<file path="config.mk">
export PLATFORM = sky130hd
export DESIGN_NAME = oversampling_iserdes_detector
export DESIGN_NICKNAME = d
export VERILOG_FILES = /design/src/rtl/oversampling_detector_pkg.sv /design/src/rtl/oversampling_first_set_encoder.sv /design/src/rtl/oversampling_iserdes_detector.sv
export SDC_FILE = /design/constraint.sdc
export NUM_CORES = 1
export LEC_CHECK = 0
export CELL_PAD_IN_SITES_DETAIL_PLACEMENT = 0
export CELL_PAD_IN_SITES_GLOBAL_PLACEMENT = 1
export CORE_MARGIN = 1
export CORE_UTILIZATION = 35
export DETAILED_ROUTE_END_ITERATION = 8
export PLACE_DENSITY = 0.74
export SYNTH_ARGS = -nofsm -noshare
export SYNTH_HDL_FRONTEND = slang
export SYNTH_SLANG_ARGS = --single-unit
</file>
<file path="constraint.sdc">
create_clock -name CLK_PARALLEL -period 1.85 [get_ports CLK_PARALLEL]
set_input_delay 0.185 -clock CLK_PARALLEL [delete_from_list [all_inputs] [get_ports CLK_PARALLEL]]
set_output_delay 0.185 -clock CLK_PARALLEL [all_outputs]
set_load 0.05 [all_outputs]
</file>
<file path="src/rtl/oversampling_detector_pkg.sv">
// Shared types and sizes for the oversampling level-change detector.
//   DEFAULT_WIDTH : default oversampled word width (samples per parallel word)
//   IDX_W         : width of a sample index for the default word width
//   word_t        : one oversampled word at the default width
//   bit_idx_t     : one sample index at the default width
package oversampling_detector_pkg;

   localparam int unsigned DEFAULT_WIDTH = 64;
   localparam int unsigned IDX_W         = 6;

   typedef logic [DEFAULT_WIDTH-1:0] word_t;
   typedef logic [IDX_W-1:0]         bit_idx_t;

endpackage : oversampling_detector_pkg

</file>
<file path="src/rtl/oversampling_first_set_encoder.sv">
// Combinational lowest-set-bit finder.
// Ports:
//   i_vec : WIDTH-bit vector to search
//   o_idx : index of the lowest set bit (0 when none is set)
//   o_any : high when at least one bit of i_vec is set
module oversampling_first_set_encoder #(
   parameter int unsigned WIDTH = 64
) (
   input  logic [WIDTH-1:0]         i_vec,
   output logic [$clog2(WIDTH)-1:0] o_idx,
   output logic                     o_any
);

   localparam int unsigned IDX_W = $clog2(WIDTH);

   // Scan from the top down so the last hit is the lowest index.
   always_comb begin
      o_idx = '0;
      o_any = 1'b0;
      for (int i = int'(WIDTH) - 1; i >= 0; i--) begin
         if (i_vec[i]) begin
            o_idx = IDX_W'(i);
            o_any = 1'b1;
         end
      end
   end

endmodule : oversampling_first_set_encoder

</file>
<file path="src/rtl/oversampling_iserdes_detector.sv">
// Detects net level changes in a stream of oversampled parallel words and
// reports the index of the first sample at the new level.
// Optional build macro:
//   OVERSAMPLING_DETECTOR_INPUT_REG_EN : adds an input register (latency 3
//                                        instead of 2)
// Ports:
//   CLK_PARALLEL  : parallel-word clock, all logic on the rising edge
//   RESET_N       : asynchronous active-low reset
//   PARALLEL_IN   : oversampled word, bit 0 oldest, bit WIDTH-1 newest
//   CHANGED_FLAG  : one-cycle pulse per reported level change
//   CHANGED_BIT   : index of the first changed sample (0 when no flag)
//   CHANGED_VALUE : new level (0 when no flag)
module oversampling_iserdes_detector
   import oversampling_detector_pkg::*;
#(
   parameter int unsigned WIDTH = DEFAULT_WIDTH
) (
   input  logic                     CLK_PARALLEL,
   input  logic                     RESET_N,
   input  logic [WIDTH-1:0]         PARALLEL_IN,
   output logic                     CHANGED_FLAG,
   output logic [$clog2(WIDTH)-1:0] CHANGED_BIT,
   output logic                     CHANGED_VALUE
);

   logic [WIDTH-1:0]         w_word;
   logic                     w_word_vld;
   logic [$clog2(WIDTH)-1:0] w_idx;
   logic                     w_any;

   logic                     r_state;
   logic                     r_primed;
   logic [WIDTH-1:0]         r_s1_diff;
   logic                     r_s1_chg;
   logic                     r_s1_val;

`ifdef OVERSAMPLING_DETECTOR_INPUT_REG_EN
   logic [WIDTH-1:0] r_in;
   logic             r_in_vld;

   // Input register; r_in_vld keeps the reset value of r_in from priming STATE.
   always_ff @(posedge CLK_PARALLEL or negedge RESET_N) begin
      if (!RESET_N) begin
         r_in     <= '0;
         r_in_vld <= 1'b0;
      end else begin
         r_in     <= PARALLEL_IN;
         r_in_vld <= 1'b1;
      end
   end

   assign w_word     = r_in;
   assign w_word_vld = r_in_vld;
`else
   assign w_word     = PARALLEL_IN;
   assign w_word_vld = 1'b1;
`endif

   // Stage 1: level state, difference vector and net-change decision.
   // The first word after reset only primes STATE.
   always_ff @(posedge CLK_PARALLEL or negedge RESET_N) begin
      if (!RESET_N) begin
         r_state   <= 1'b0;
         r_primed  <= 1'b0;
         r_s1_diff <= '0;
         r_s1_chg  <= 1'b0;
         r_s1_val  <= 1'b0;
      end else if (w_word_vld) begin
         r_state   <= w_word[WIDTH-1];
         r_primed  <= 1'b1;
         r_s1_diff <= w_word ^ {WIDTH{r_state}};
         r_s1_chg  <= r_primed & (w_word[WIDTH-1] ^ r_state);
         r_s1_val  <= w_word[WIDTH-1];
      end
   end

   oversampling_first_set_encoder #(
      .WIDTH (WIDTH)
   ) u_first_set (
      .i_vec (r_s1_diff),
      .o_idx (w_idx),
      .o_any (w_any)
   );

   // Stage 2: registered report; index and value are forced to 0 without a flag.
   always_ff @(posedge CLK_PARALLEL or negedge RESET_N) begin
      if (!RESET_N) begin
         CHANGED_FLAG  <= 1'b0;
         CHANGED_BIT   <= '0;
         CHANGED_VALUE <= 1'b0;
      end else begin
         CHANGED_FLAG  <= r_s1_chg & w_any;
         CHANGED_BIT   <= r_s1_chg ? w_idx : '0;
         CHANGED_VALUE <= r_s1_chg & r_s1_val;
      end
   end

endmodule : oversampling_iserdes_detector

</file>
==> impl_metrics.tcl <==
set metrics [dict create \
    hpwl_microns 5210 \
    design_area_sq_um 4450 \
    ys_seq_area_share_pct 56.7 \
    synth_area_sq_um 3310 \
    grt_max_degree 39 \
    finalCritPeriodShare_pct 100 \
    wirelength_microns 6580 \
    cts-buffers-inserted 9 \
    die_h_microns 99.2 \
    fmax_mhz 539 \
    fin_setup_tns_ps -5.70 \
    row_count 35 \
    setup_viol 1 \
    max_stage_delay_ps 540 \
    cts_sinks 75 \
    critical_path.max_fanout 2 \
    relSlewSlack_pct 59.2 \
    path_delay_family "compound AO/OA/AOI/OAI gates" \
    fin_util_pct 48.4 \
    power.leakage_nw 1.89 \
    clock_latency_ps 350 \
    ant_nets 0 \
    failed_checks "DRC, setup timing" \
    status "finished with violations" \
    ys_types 38 \
    skew_ps 11.1 \
    firstDrtPassIters 6 \
    grt_pass1_vias 2406 \
    areaGrowthSynthToFinish_pct 34.6 \
    rsz0062_at_grt "yes" \
    synthTopCellsByArea "dfrtp_1 57%, xor2_1 17%, nor2_1 3.9%" \
    place_area_sq_um 4230 \
    powerDensity_nw_per_um2 828 \
    ys.flop_type "dfrtp_1" \
    synth_edf_count 0 \
    cts_tree "done" \
    finalHoldViolCount 0 \
    h-tree-depth 3 \
    yosysTopAreaCell "dfrtp_1" \
    synthArstFlopShare_pct 100 \
    portBuffers 73 \
    syn-num-nets 368 \
    cts_buffer_depth 2 \
    dieArea_sq_um 9850 \
    required_ps 2080 \
    core_sq_um 9200 \
    crit_path_top_delay_cell "or4_4" \
    fillers 858 \
    cts-root-buf "clkbuf_8" \
    arrival_ps 2090 \
    vias_per_cell 4.70 \
    remaining_drc_errors 2 \
    num_vias 2371 \
    syn-instance-count 302 \
    post-route-min-period_ps 1860 \
    antenna_found_initial 0 \
    fin_ws_ps -5.70 \
    cts_setup_buffers 0 \
    wire_per_inst_microns 13.0 \
    gp_congestion 0.773 \
    hp-class "in -> reg" \
    layout-drive-gt1-share_pct 8.63 \
    path_class "reg -> reg" \
    peakVddDrop_mv 0.401 \
    grt_overflow_total 0 \
    initial_core_util_pct 36.0 \
    synth_most_common_cell "dfrtp_1" \
    grt_pass1_wl_microns 11000 \
    first_iter_violations 52 \
    start_kind "register" \
    nNetsFinal 455 \
    path_buf_inv 0 \
    total_power_mw 3.69 \
    ys_warn_count 0 \
    holdWs_ps 327 \
    ys_seq_elements 75 \
    io_pins 74 \
    tightest_slew_ps 611 \
    end_kind "register" \
    crit_chain "or4_4, o21ai_2, a31oi_1, a21oi_1, o31ai_2, a2111oi_2" \
    final_max_slew_viol_count 0 \
    grt_usage_pct 14.6 \
    synth_top_area_share_pct 56.7 \
    die_x_microns 99.2 \
    ys_top_cells_by_count "75 x dfrtp_1, 64 x xor2_1, 34 x nor2_1" \
    drv_cap 0 \
    synth_area_per_cell_sq_um 11.0 \
    clk_pin_slew_ps 80 \
    diodes 0 \
]
[cells in the final DEF (no fill, tap or decap), drive strengths merged]
master / n
xor2: 64
a21oi: 19
nor3b: 1
dfrtp: 75
clkbuf: 10
o211a: 1
o311ai: 1
clkdlybuf4s50: 72
buf: 10
nor2b: 1
o211ai: 1
nand3: 6
nand2b: 2
a211oi: 2
and3: 1
a21boi: 1
nor2: 35
o21a: 3
dlygate4sd3: 1
o21ai: 12
nand4: 2
o221ai: 2
a2111oi: 3
o31a: 1
bufinv: 1
conb: 1
and2: 3
o31ai: 4
inv: 16
clkinvlp: 1
clkinv: 2
or4: 1
nor3: 13
a31oi: 3
a221oi: 1
nor4: 8
nand2: 14
[area by class of cell]
class / count / area, sq um / share of cell area (%)
Multi-Input combinational cell: 206 / 1360 / 30.4
Inverter: 14 / 52.6 / 1.18
Clock inverter: 6 / 72.6 / 1.63
Tap cell: 111 / 139 / 3.12
Timing Repair Buffer: 83 / 828 / 18.6
Sequential cell: 75 / 1880 / 42.2
Clock buffer: 10 / 128 / 2.87
[worst register-to-register path, cell delays in order (launching register included)]
cell and delay (ps):
dfrtp_1 380, or4_4 540, o21ai_2 130, a31oi_1 100, a21oi_1 190, o31ai_2 90, a2111oi_2 310
[state kept, by name (all words and copies together) (netlist names)]
register       count
r_s1_diff         64
r_s1_chg           1
r_primed           1
CHANGED_VALUE      1
r_s1_val           1
CHANGED_FLAG       1
CHANGED_BIT        6
[routing by layer]
metal / wire length (microns) / global-route usage [%] / vias up
li1: - / - / 1188
met1: 3000 / 19.0 / 1119
met2: 3210 / 23.7 / 55
met3: 280 / 4.15 / 9
met4: 93 / 4.75 / 0
met5: 0 / 0 / -
[report_power, final]
group / internal, mW / total [mW] / switching [mW]
logic: 0.274 / 0.525 / 0.250
clock network: 0.637 / 1.24 / 0.607
registers: 1.79 / 1.92 / 0.130
[path summary, 6_finish.rpt]
kind / slack, ps / depth (start not counted) / endpoint / start
min in group asynchronous: 380 / 2 / CHANGED_BIT[3] / RESET_N
hold reg to reg: 470 / 1 / r_s1_chg / r_primed
hold / removal: 330 / 1 / r_s1_val / PARALLEL_IN[63]
max in group asynchronous: 780 / 3 / r_s1_diff[7] / RESET_N
setup reg to reg: -6 / 6 / CHANGED_BIT[2] / r_s1_diff[59]
setup / recovery: -6 / 6 / CHANGED_BIT[2] / r_s1_diff[59]
[timing repair]
item / 4_1_cts / 5_1_grt
hold buffers: 1 / 0
pin swaps: 6 / 0
gates resized for setup: 2 / 0
endpoints found under the hold margin: 24 / 0
endpoints found under the setup margin: 1 / 1
[cells by family after synthesis]
| group | count (synthesis) | synth area share [%] |
|---|---|---|
| compound gates | 54 | 10.4 |
| xor+xnor | 64 | 16.9 |
| buf+inv | 21 | 2.61 |
| flops | 75 | 56.7 |
| other cells | 1 | 0.113 |
| simple gates | 87 | 13.3 |
[stage by stage]
step,setup WS [ps],std cells
global route,-114,505
floorplan,74.5,302
finish,-5.70,505
detailed placement,-116,488
global placement,-72.8,488
CTS,-20.7,505
Power figures use the tool's default switching activity.
